**config.mk**
```make
export PLATFORM = sky130hd
export DESIGN_NAME = quick_spi_slave
export DESIGN_NICKNAME = d
export VERILOG_FILES = /design/src/rtl/quick_spi_slave_pkg.sv /design/src/rtl/quick_spi_slave_sync_edge.sv /design/src/rtl/quick_spi_slave.sv
export SDC_FILE = /design/constraint.sdc
export NUM_CORES = 1
export LEC_CHECK = 0
export ABC_CLOCK_PERIOD_IN_PS = 1700
export CORE_ASPECT_RATIO = 0.5
export CORE_MARGIN = 10
export CORE_UTILIZATION = 50
export DETAILED_ROUTE_END_ITERATION = 10
export PLACE_DENSITY = 0.76
export SLEW_MARGIN = 5
export SYNTH_ARGS = -nofsm -noshare
export SYNTH_HDL_FRONTEND = slang
export SYNTH_SLANG_ARGS = --single-unit
```
**constraint.sdc**
```tcl
create_clock -name clk -period 1.7 [get_ports clk]
set_input_delay 0.34 -clock clk [delete_from_list [all_inputs] [get_ports clk]]
set_output_delay 0.34 -clock clk [all_outputs]
set_load 0.02 [all_outputs]
```
**src/rtl/quick_spi_slave_pkg.sv**
```systemverilog
// Shared definitions for the QuickSPI slave: FSM states and SPI mode encodings.
package quick_spi_slave_pkg;

    typedef enum logic {
        IDLE   = 1'b0,
        ACTIVE = 1'b1
    } state_e;

    localparam bit CPOL_IDLE_LOW       = 1'b0;
    localparam bit CPHA_SAMPLE_LEADING = 1'b0;

endpackage

```
**src/rtl/quick_spi_slave_sync_edge.sv**
```systemverilog
// Two-flop synchroniser for an asynchronous pin, with single-clk rise/fall pulses
// derived from the synchronised level.
module quick_spi_slave_sync_edge #(
    parameter bit RESET_VAL = 1'b0
) (
    input  logic clk,
    input  logic reset_n,
    input  logic d_i,
    output logic q_o,
    output logic rise_o,
    output logic fall_o
);

    logic meta_q;
    logic sync_q;
    logic prev_q;

    always_ff @(posedge clk) begin
        if (!reset_n) begin
            meta_q <= RESET_VAL;
            sync_q <= RESET_VAL;
            prev_q <= RESET_VAL;
        end else begin
            meta_q <= d_i;
            sync_q <= meta_q;
            prev_q <= sync_q;
        end
    end

    assign q_o    = sync_q;
    assign rise_o = sync_q & ~prev_q;
    assign fall_o = ~sync_q & prev_q;

endmodule

```
**src/rtl/quick_spi_slave.sv**
```systemverilog
// QuickSPI responder: oversamples the SPI pins in the clk domain, deserialises mosi into
// rx words and serialises words from a one-entry tx holding register onto miso.
module quick_spi_slave
    import quick_spi_slave_pkg::*;
#(
    parameter int DATA_WIDTH = 8,
    parameter bit CPOL       = 1'b0,
    parameter bit CPHA       = 1'b0,
    parameter bit MSB_FIRST  = 1'b1
) (
    input  logic                  clk,
    input  logic                  reset_n,
    input  logic                  sclk,
    input  logic                  ss_n,
    input  logic                  mosi,
    output logic                  miso,
    output logic                  miso_oe,
    input  logic [DATA_WIDTH-1:0] tx_data,
    input  logic                  tx_valid,
    output logic                  tx_ready,
    output logic [DATA_WIDTH-1:0] rx_data,
    output logic                  rx_valid,
    output logic                  busy,
    output logic                  tx_underrun
);

    localparam int CW = $clog2(DATA_WIDTH + 1);
    localparam logic [CW-1:0] LAST_BIT = CW'(DATA_WIDTH - 1);

    function automatic logic outBit(input logic [DATA_WIDTH-1:0] w);
        return MSB_FIRST ? w[DATA_WIDTH-1] : w[0];
    endfunction

    function automatic logic [DATA_WIDTH-1:0] shiftOut(input logic [DATA_WIDTH-1:0] w);
        return MSB_FIRST ? {w[DATA_WIDTH-2:0], 1'b0} : {1'b0, w[DATA_WIDTH-1:1]};
    endfunction

    logic sclkS, sclkRise, sclkFall;
    logic ssS, ssRise, ssFall;
    logic mosiS, mosiRise, mosiFall;
    logic unusedSyncBits;

    quick_spi_slave_sync_edge #(.RESET_VAL(CPOL)) uSclkSync (
        .clk(clk), .reset_n(reset_n), .d_i(sclk), .q_o(sclkS), .rise_o(sclkRise), .fall_o(sclkFall)
    );
    quick_spi_slave_sync_edge #(.RESET_VAL(1'b1)) uSsSync (
        .clk(clk), .reset_n(reset_n), .d_i(ss_n), .q_o(ssS), .rise_o(ssRise), .fall_o(ssFall)
    );
    quick_spi_slave_sync_edge #(.RESET_VAL(1'b0)) uMosiSync (
        .clk(clk), .reset_n(reset_n), .d_i(mosi), .q_o(mosiS), .rise_o(mosiRise), .fall_o(mosiFall)
    );

    assign unusedSyncBits = ^{sclkS, ssRise, mosiRise, mosiFall};

    state_e                state_q;
    logic [CW-1:0]         bitCount_q;
    logic [DATA_WIDTH-1:0] holdData_q;
    logic                  holdValid_q;
    logic [DATA_WIDTH-1:0] txShift_q;
    logic [DATA_WIDTH-1:0] rxShift_q;
    logic [DATA_WIDTH-1:0] rxData_q;
    logic                  rxValid_q;
    logic                  miso_q;
    logic                  busy_q;
    logic                  txUnderrun_q;
    logic                  underrunPend_q;

    logic                  leadEdge, trailEdge, sampleEdge, shiftEdge;
    logic                  accept, wordDone, loadNow;
    logic [DATA_WIDTH-1:0] loadWord, loadShift, rxNext;

    assign leadEdge   = (CPOL == CPOL_IDLE_LOW) ? sclkRise : sclkFall;
    assign trailEdge  = (CPOL == CPOL_IDLE_LOW) ? sclkFall : sclkRise;
    assign sampleEdge = (CPHA == CPHA_SAMPLE_LEADING) ? leadEdge : trailEdge;
    assign shiftEdge  = (CPHA == CPHA_SAMPLE_LEADING) ? trailEdge : leadEdge;

    assign accept    = tx_valid & ~holdValid_q;
    assign wordDone  = (state_q == ACTIVE) && !ssS && sampleEdge && (bitCount_q == LAST_BIT);
    assign loadNow   = ((state_q == IDLE) && ssFall) || wordDone;
    assign loadWord  = holdValid_q ? holdData_q : '0;
    assign loadShift = (CPHA == CPHA_SAMPLE_LEADING) ? shiftOut(loadWord) : loadWord;
    assign rxNext    = MSB_FIRST ? {rxShift_q[DATA_WIDTH-2:0], mosiS}
                                 : {mosiS, rxShift_q[DATA_WIDTH-1:1]};

    // An acceptance in the same clk as a load refills holding after the old value has moved out.
    always_ff @(posedge clk) begin
        if (!reset_n) begin
            holdData_q  <= '0;
            holdValid_q <= 1'b0;
        end else if (accept) begin
            holdData_q  <= tx_data;
            holdValid_q <= 1'b1;
        end else if (loadNow) begin
            holdValid_q <= 1'b0;
        end
    end

    // Underrun is reported when the loaded word's first bit is sampled, so the
    // speculative load after the last word of a frame stays silent.
    always_ff @(posedge clk) begin
        if (!reset_n) begin
            state_q        <= IDLE;
            bitCount_q     <= '0;
            txShift_q      <= '0;
            rxShift_q      <= '0;
            rxData_q       <= '0;
            rxValid_q      <= 1'b0;
            miso_q         <= 1'b0;
            busy_q         <= 1'b0;
            txUnderrun_q   <= 1'b0;
            underrunPend_q <= 1'b0;
        end else begin
            rxValid_q    <= 1'b0;
            txUnderrun_q <= 1'b0;
            case (state_q)
                IDLE: begin
                    if (ssFall) begin
                        state_q        <= ACTIVE;
                        busy_q         <= 1'b1;
                        bitCount_q     <= '0;
                        underrunPend_q <= ~holdValid_q;
                        txShift_q      <= loadShift;
                        if (CPHA == CPHA_SAMPLE_LEADING) miso_q <= outBit(loadWord);
                    end
                end
                ACTIVE: begin
                    if (ssS) begin
                        state_q        <= IDLE;
                        busy_q         <= 1'b0;
                        bitCount_q     <= '0;
                        txShift_q      <= '0;
                        rxShift_q      <= '0;
                        miso_q         <= 1'b0;
                        underrunPend_q <= 1'b0;
                    end else if (sampleEdge) begin
                        rxShift_q <= rxNext;
                        if (bitCount_q == '0) begin
                            txUnderrun_q   <= underrunPend_q;
                            underrunPend_q <= 1'b0;
                        end
                        if (bitCount_q == LAST_BIT) begin
                            bitCount_q     <= '0;
                            rxData_q       <= rxNext;
                            rxValid_q      <= 1'b1;
                            underrunPend_q <= ~holdValid_q;
                            txShift_q      <= loadShift;
                            if (CPHA == CPHA_SAMPLE_LEADING) miso_q <= outBit(loadWord);
                        end else begin
                            bitCount_q <= bitCount_q + 1'b1;
                        end
                    end else if (shiftEdge) begin
                        if ((CPHA != CPHA_SAMPLE_LEADING) || (bitCount_q != '0)) begin
                            miso_q    <= outBit(txShift_q);
                            txShift_q <= shiftOut(txShift_q);
                        end
                    end
                end
                default: state_q <= IDLE;
            endcase
        end
    end

    assign miso        = miso_q;
    assign miso_oe     = busy_q;
    assign busy        = busy_q;
    assign tx_ready    = ~holdValid_q;
    assign rx_data     = rxData_q;
    assign rx_valid    = rxValid_q;
    assign tx_underrun = txUnderrun_q;

endmodule

```
==> results by group, run 1 <==
Global route
  – Layer with the highest usage after global routing: met2
  – Number of antenna violations at the first check in global routing: 0
  – Overflow after GRT: 0
  – GR met1 Demand/Resource: between 10% and 20%
  – Global-route track usage on met3: 3.804%
  – Vias in the first global route: about 1600
  – Wire length of the first global-routing pass: 7.086 mm
  – Global Route Usage Sum: roughly 12%
  – Global Route met2 Usage: between 10% and 20%
  – Maximum number of pins on one net before global-route repair: 40

Clock network
  – Clock root buffer: sky130_fd_sc_hd__clkbuf_8
  – Num CTS Buffers: 5
  – Longest Clk Path Bufs: 2
  – Clock latency of the later-clocked register in the worst-skew pair: about 0.30 ns
  – H-tree level count: 2
  – Clock slew seen by the registers of the worst setup and hold paths: around 0.090 ns
  – CTS tree: yes
  – Sink count of the clock tree: between 40 and 50

Floorplanning
  – Initial Util: a little over half
  – Die span in x: roughly 110 um
  – Ports: 28
  – Std-Cell Core Area: between 0.003 and 0.004 mm^2
  – Number of standard-cell rows in the floorplan: 16
  – Die Area: 0.007219 mm^2
  – Vertical extent of the die: around 65 um

Placed design
  – Pre-CTS worst setup slack: -0.09406 ns
  – Placer congestion estimate: approximately 0.80
  – Total instance count after detailed placement: 285
  – Count of buffers inserted at the top-level ports: 27
  – Placement-stage cell area: approximately 0.0023 mm^2
  – Hpwl dp: 2.833 mm

Timing
  – Share of the clock period used by the worst path: between 90 and 100%
  – Endpoints failing hold: 0
  – Min Hold Slack: ~0.41 ns
  – Max-slew violation count: 0
  – Highest achievable clock rate: between 600 and 700 MHz
  – Transition time of the tightest slew-check pin: about 0.51 ns
  – Total Neg Setup Slack: 0 ns
  – Relative slew slack: 66.10%
  – Endpoints failing setup: 0
  – Time the worst path needs with I/O delays and setup: between 1.5 and 2 ns
  – Post-route setup slack: between 0.06 and 0.07 ns
  – Clock skew: about 0.011 ns

Yosys
  – Synthesized netlist cell count: 211
  – Library cell with the largest summed area after synthesis: sky130_fd_sc_hd__dfxtp_1
  – Most instantiated cells after synthesis: sky130_fd_sc_hd__dfxtp_1 (49), sky130_fd_sc_hd__nor2_1 (22), sky130_fd_sc_hd__a21oi_1 (21), sky130_fd_sc_hd__nand2_1 (21), sky130_fd_sc_hd__mux2i_1 (8)
  – Average size of a mapped cell: around 10 um^2
  – Yosys reg bits: 49
  – Top cells by area, synth: sky130_fd_sc_hd__dfxtp_1 (48%), sky130_fd_sc_hd__a21oi_1 (5.1%), sky130_fd_sc_hd__nor2_1 (4.0%)
  – Synth warnings: 0
  – Primary FF master, synth: sky130_fd_sc_hd__dfxtp_1
  – Nets in the synthesized netlist: 227
  – Count of flip-flops with a built-in enable after synthesis: 0
  – Portion of synthesized cell area occupied by the leading cell type: ~48%
  – Count of cell types in the netlist: 43
  – Fraction of registers with async set/reset: 0%
  – Mapped cell area: around 0.0021 mm^2
  – Proportion of synthesized chip area in sequential cells: 47.83%
  – Most numerous cell in the Yosys netlist: sky130_fd_sc_hd__dfxtp_1

Route
  – Post-route DRC violation count: 0
  – Via density per instance: about 5.4
  – Total detailed-routing wirelength: approximately 4.2 mm
  – Antenna Nets Post-Route: 0
  – Wirelength per Cell: around 14 um
  – Initial DRT Pass Iterations: 4
  – Number of DRC markers in iteration 0: 77
  – Number of vias after detailed routing: 1620

Power
  – Power per cell area: 860.9 mW/mm^2
  – Total leakage power: 0.9231 nW
  – Largest vdd supply drop: 552.4 uV

Min path
  – WHS Endpoint: uSsSync.q_o
  – Number of instances on the worst hold path: 1
  – Hold path startpoint: uSsSync.meta_q
  – Min-delay worst type: register to register

Final layout
  – Final design instance area without fill: about 0.0026 mm^2
  – Non-filler cells, final: around 300
  – Number of inserted diodes: 0
  – Net total in the final layout: between 200 and 300
  – Fraction of layout instances using a drive strength above 1: a little under a fifth
  – Area grow syn2layout: 25.87%

Setup path
  – Critical path startpoint category: register
  – Type of destination of the critical path: register
  – R2R Path Start: bitCount_q[1]
  – Peak fanout along the critical path: 7
  – Terminus of the critical flop-to-flop path: txShift_q[2]
  – Worst Path Required: 1.91 ns
  – Setup CP Type: register to register
  – Worst reg2reg path depth: 8
  – Slack of the worst reg-to-reg path: 0.07 ns
  – Worst Path Arrival: approximately 1.9 ns

Run
  – Max cap viols: 0

Outcome
  – Status: completed
==> per-stage QoR <==
step	total power [mW]	util [%]
CTS	2.239	63.49
detailed placement	1.414	59.53
floorplan	1.346	-
finish	2.222	65.78
global placement	1.407	59.53
global route	2.315	65.78
==> cells by family after synthesis <==
group / share of synthesized area (%)
adders and majority gates: 1.220
DFF: 47.83
and+or+nand+nor: 18.79
buffers and inverters: 6.650
AOI/OAI and AO/OA: 20.87
muxes: 4.637
==> routing by layer <==
layer | share of wire [%] | routed length (um)
met3 | 6.3 | 266
met4 | 1.7 | 72
met2 | 47 | 2008
met5 | 0 | 0
met1 | 45 | 1899
==> worst max-delay path, cell delays in order, from the launching register on <==
cell and delay [ns]:
sky130_fd_sc_hd__dfxtp_2 0.36, sky130_fd_sc_hd__inv_1 0.06, sky130_fd_sc_hd__ha_1 0.19, sky130_fd_sc_hd__nor3b_4 0.16
sky130_fd_sc_hd__buf_4 0.16, sky130_fd_sc_hd__o221ai_4 0.16, sky130_fd_sc_hd__buf_12 0.16, sky130_fd_sc_hd__a21oi_1 0.07
sky130_fd_sc_hd__a311oi_1 0.23
==> power by group <==
part	switching, mW	leakage (nW)	total [mW]	internal [mW]
sequential	0.0236	0.400	1.21	1.18
clock	0.389	0.0585	0.830	0.441
combinational	0.0960	0.464	0.185	0.0889
total	0.509	0.923	2.22	1.71
==> placed cells by master, fill, tap and decap left out, drive strengths merged, types with 2 or more instances in the layout <==
master	instances
nor2b	2
dfxtp	49
o221ai	2
nor3	3
and2	5
o21ai	5
buf	13
ha	2
clkdlybuf4s50	26
and2b	2
nor2	23
nand2b	8
o22ai	2
mux2i	8
a32oi	7
a22oi	7
a311oi	7
clkbuf	5
inv	8
a21oi	24
nand2	21
nand3	3
nand4	2
==> worst max path at each step <==
| stage | from | endpoint | slack, ns | depth (start not counted) |
|---|---|---|---|---|
| 2_1_floorplan | bitCount_q[0] | txShift_q[5] | 0.17 | 7 |
| 3_3_place_gp | bitCount_q[0] | txShift_q[7] | 0.03 | 6 |
| 3_5_place_dp | bitCount_q[0] | txShift_q[2] | -0.09 | 6 |
| 4_1_cts | bitCount_q[0] | txShift_q[7] | 0.004 | 6 |
| 5_1_grt | bitCount_q[1] | txShift_q[5] | -0.005 | 8 |
| 6_report | bitCount_q[1] | txShift_q[2] | 0.07 | 8 |
==> state kept, by name, summed over array words and instances (netlist names) <==
signal and count:
uSsSync.prev_q 1, bitCount_q 4, miso 1, holdData_q 8
uSclkSync.q_o 1, txShift_q 7, uSsSync.q_o 1, tx_underrun 1
holdValid_q 1, rx_valid 1, underrunPend_q 1, rx_data 8
uMosiSync.q_o 1, busy 1, uSsSync.meta_q 1, uMosiSync.meta_q 1
uSclkSync.meta_q 1, rxShift_q 7, uSclkSync.prev_q 1, state_q 1
==> area by class of cell <==
cell class | count | area (um^2)
Clock buffer | 5 | 68.82
Clock inverter | 3 | 43.79
Fill cell | 316 | 1343
Inverter | 7 | 26.28
Multi-Input combinational cell | 143 | 992.2
Sequential cell | 49 | 983.4
Tap cell | 54 | 67.56
Timing Repair Buffer | 40 | 399.1
==> timing repair <==
item	4_1_cts	5_1_grt
hold buffers	0	0
gates cloned	1	0
gates resized for setup	2	13
buffers inserted	3	4
setup endpoints to repair	8	18
pin swaps	1	7
Note: power is estimated with default switching activity, not from simulation.
==> inputs of run 2 (changes only) <==
--- a/config.mk
+++ b/config.mk
@@ -11,7 +11,8 @@
 export CORE_UTILIZATION = 50
 export DETAILED_ROUTE_END_ITERATION = 10
 export PLACE_DENSITY = 0.76
-export SLEW_MARGIN = 5
+export REMOVE_ABC_BUFFERS = 1
+export SLEW_MARGIN = 15
 export SYNTH_ARGS = -nofsm -noshare
 export SYNTH_HDL_FRONTEND = slang
 export SYNTH_SLANG_ARGS = --single-unit
==> results by group, run 2 (synthesis gave the netlist of run 1 again) <==
Global route
  – Overflow after GRT: 0 (unchanged)
  – Maximum number of pins on one net before global-route repair: 23 (-43%)
  – Global Route Usage Sum: 12.75% (+1.2 points)
  – Number of antenna violations at the first check in global routing: 0 (unchanged)
  – Wire length of the first global-routing pass: 7.762 mm (+9.5%)
  – Vias in the first global route: 1718 (+5.3%)

Setup path
  – Terminus of the critical flop-to-flop path: txShift_q[7]
  – Worst Path Required: 1.91 ns (about the same)
  – Type of destination of the critical path: register
  – Delay contributed by the slowest stage of the critical path: 0.34 ns (-0.02 ns)
  – Critical path's slowest cell: sky130_fd_sc_hd__dfxtp_2
  – Worst Path Arrival: 1.83 ns (-0.02 ns)
  – Peak fanout along the critical path: 6 (-1)
  – R2R Path Start: bitCount_q[1]
  – Critical path startpoint category: register
  – Ordered list of cells on the worst path: inv_1 -> ha_1 -> nor3b_4 -> o221ai_4 -> buf_4 -> a311oi_2
  – Slack of the worst reg-to-reg path: 0.08 ns (about the same)
  – Worst reg2reg path depth: 6 (-2)
  – Setup CP Type: register to register

Final layout
  – Area of all sequential standard cells: 983.4 um^2 (unchanged)
  – Number of inserted diodes: 0 (unchanged)
  – Area grow syn2layout: 25.75% (about the same)
  – Net total in the final layout: 265 (+1.1%)
  – Leading cell type in the layout, fill and taps excluded: sky130_fd_sc_hd__dfxtp_1
  – Final design instance area without fill: 0.002579 mm^2 (about the same)
  – Final design utilization: 65.72% (about the same)
  – Non-filler cells, final: 303 (+0.66%)
  – Fraction of layout instances using a drive strength above 1: 18.88% (+0.25 points)
  – Commonest non-fill, non-tap cells in the layout: sky130_fd_sc_hd__dfxtp_1 (47), sky130_fd_sc_hd__clkdlybuf4s50_1 (26), sky130_fd_sc_hd__nor2_1 (22), sky130_fd_sc_hd__nand2_1 (21), sky130_fd_sc_hd__a21oi_1 (21)
  – Fill cell instance count of the final layout: 347 (+9.8%)
  – Footprint of the multi-input gates: 996.0 um^2 (+0.38%)

Timing
  – Clock skew: 0.004671 ns (-0.005878 ns)
  – Post-route setup slack: 0.08173 ns (+0.01353 ns)
  – Endpoints failing setup: 0 (unchanged)
  – Transition time of the tightest slew-check pin: 0.5288 ns (+0.02374 ns)
  – Total Neg Setup Slack: 0 ns (unchanged)
  – Relative slew slack: 64.51% (-1.6 points)
  – Max-slew violation count: 0 (unchanged)
  – Min Hold Slack: 0.4141 ns (+0.001765 ns)
  – Endpoints failing hold: 0 (unchanged)
  – Highest achievable clock rate: 617.9 MHz (+0.84%)
  – Time the worst path needs with I/O delays and setup: 1.618 ns (-0.01353 ns)
  – Share of the clock period used by the worst path: 95.19% (-0.80 points)

Floorplanning
  – Number of standard-cell rows in the floorplan: 16 (unchanged)
  – Std-Cell Core Area: 0.003924 mm^2 (unchanged)
  – Vertical extent of the die: 65.29 um (unchanged)
  – Die span in x: 110.6 um (unchanged)
  – Initial Util: 52.26% (unchanged)
  – Ports: 28 (unchanged)
  – Die Area: 0.007219 mm^2 (unchanged)

Clock network
  – Clock latency of the later-clocked register in the worst-skew pair: 0.30 ns (about the same)
  – Number of buffers inserted by hold repair at cts: 0 (unchanged)
  – CTS tree: yes
  – H-tree level count: 2 (unchanged)
  – Clock slew seen by the registers of the worst setup and hold paths: 0.09 ns (about the same)
  – Sink count of the clock tree: 49 (unchanged)
  – Clock root buffer: sky130_fd_sc_hd__clkbuf_8
  – Num CTS Buffers: 5 (unchanged)
  – Longest Clk Path Bufs: 2 (unchanged)

Power
  – Fraction of power consumed by the clock network: 36.3% (-1.1 points)
  – Total leakage power: 0.9224 nW (about the same)
  – Overall power of the completed layout: 2.194 mW (-1.3%)
  – Power per cell area: 850.9 mW/mm^2 (-1.2%)
  – Largest vdd supply drop: 472.8 uV (-14%)
  – Switching power: 0.4909 mW (-3.6%)
  – Switching portion of total power: 22.37% (-0.53 points)
  – Flop pwr share: 55.0% (+0.7 points)
  – Cell internal power dissipation: 1.703 mW (-0.58%)
  – Combinational cell fraction of total power: 8.8% (+0.5 points)

Min path
  – Number of instances on the worst hold path: 1 (unchanged)
  – Hold path startpoint: uSsSync.meta_q
  – WHS Endpoint: uSsSync.q_o
  – Min-delay worst type: register to register

Route
  – Wirelength per Cell: 14.55 um (+3.2%)
  – Post-route DRC violation count: 0 (unchanged)
  – Initial DRT Pass Iterations: 4 (unchanged)
  – Number of DRC markers in iteration 0: 68 (-12%)
  – Antenna Nets Post-Route: 0 (unchanged)
  – Total detailed-routing wirelength: 4.410 mm (+3.8%)
  – Via density per instance: 5.459 (+1.4%)
  – Number of vias after detailed routing: 1654 (+2.1%)

Placed design
  – Count of buffers inserted at the top-level ports: 27 (unchanged)
  – Total instance count after detailed placement: 289 (+1.4%)
  – Placement-stage cell area: 0.002366 mm^2 (+1.3%)
  – Hpwl dp: 2.933 mm (+3.5%)
  – Placer congestion estimate: 0.8423 (+5.4%)
  – Pre-CTS worst setup slack: -0.08803 ns (+0.006032 ns)

Outcome
  – Status: completed

Run
  – Max cap viols: 0 (unchanged)
[run 2: cell types whose count changed in the layout (fill, tap and decap cells not counted), sizes merged]
cell	change
buf	+3
inv	-1
[run 2: what timing repair did]
item,CTS,global route
resized for setup,3,9
endpoints found under the setup margin,8,17
buffers inserted,3,3
pin swaps,1,5
cloned,1,0
[run 2: worst max path at each step]
stage / slack, ns / start / depth (start not counted) / endpoint
CTS: -0.0008 / bitCount_q[0] / 6 / miso
finish: 0.08 / bitCount_q[1] / 6 / txShift_q[7]
floorplan: -0.38 / bitCount_q[0] / 5 / rx_data[0]
detailed placement: -0.09 / bitCount_q[0] / 6 / miso
global route: -0.007 / bitCount_q[0] / 6 / txShift_q[7]
global placement: 0.03 / bitCount_q[0] / 6 / miso
[run 2: cell type report]
class,count,area share (%)
clock inverters,2,1.359
inverters,7,1.019
multi-input cells,143,38.62
flip-flops and latches,49,38.14
well taps,54,2.620
clock buffers,5,2.669
repair buffers,43,15.57
[run 2: routing by layer]
metal	routed length, um	vias to the layer above	GRT usage, %	share of wire [%]
met5	0	-	0	0
met4	61	0	5.968	1.4
met3	263	5	4.257	6.0
met2	2115	34	22.37	48
met1	1970	788	13.96	45
li1	-	827	-	-
[run 2: power by group through the flow]
| stage | combinational [mW] | sequential, mW | clock (mW) |
|---|---|---|---|
| 2_1_floorplan | 0.0972 | 1.23 | 0 |
| 3_3_place_gp | 0.183 | 1.23 | 0 |
| 3_5_place_dp | 0.189 | 1.23 | 0 |
| 4_1_cts | 0.189 | 1.21 | 0.819 |
| 5_1_grt | 0.216 | 1.21 | 0.866 |
| 6_report | 0.192 | 1.21 | 0.796 |
[run 2: critical path: cells and delay by family, from the launching register on]
family	cells	cell delay, ns
buf+inv	2	0.26
compound gates	2	0.43
fa+ha+maj	1	0.17
simple gates	1	0.34
flops	1	0.34
==> inputs of run 3 (changes only) <==
--- a/config.mk
+++ b/config.mk
@@ -9,6 +9,7 @@
 export CORE_ASPECT_RATIO = 0.5
 export CORE_MARGIN = 10
 export CORE_UTILIZATION = 50
+export CTS_CLUSTER_SIZE = 12
 export DETAILED_ROUTE_END_ITERATION = 10
 export PLACE_DENSITY = 0.76
 export REMOVE_ABC_BUFFERS = 1
==> results of run 3 <==
Final layout, timing and power as in run 2 (identical DEF).
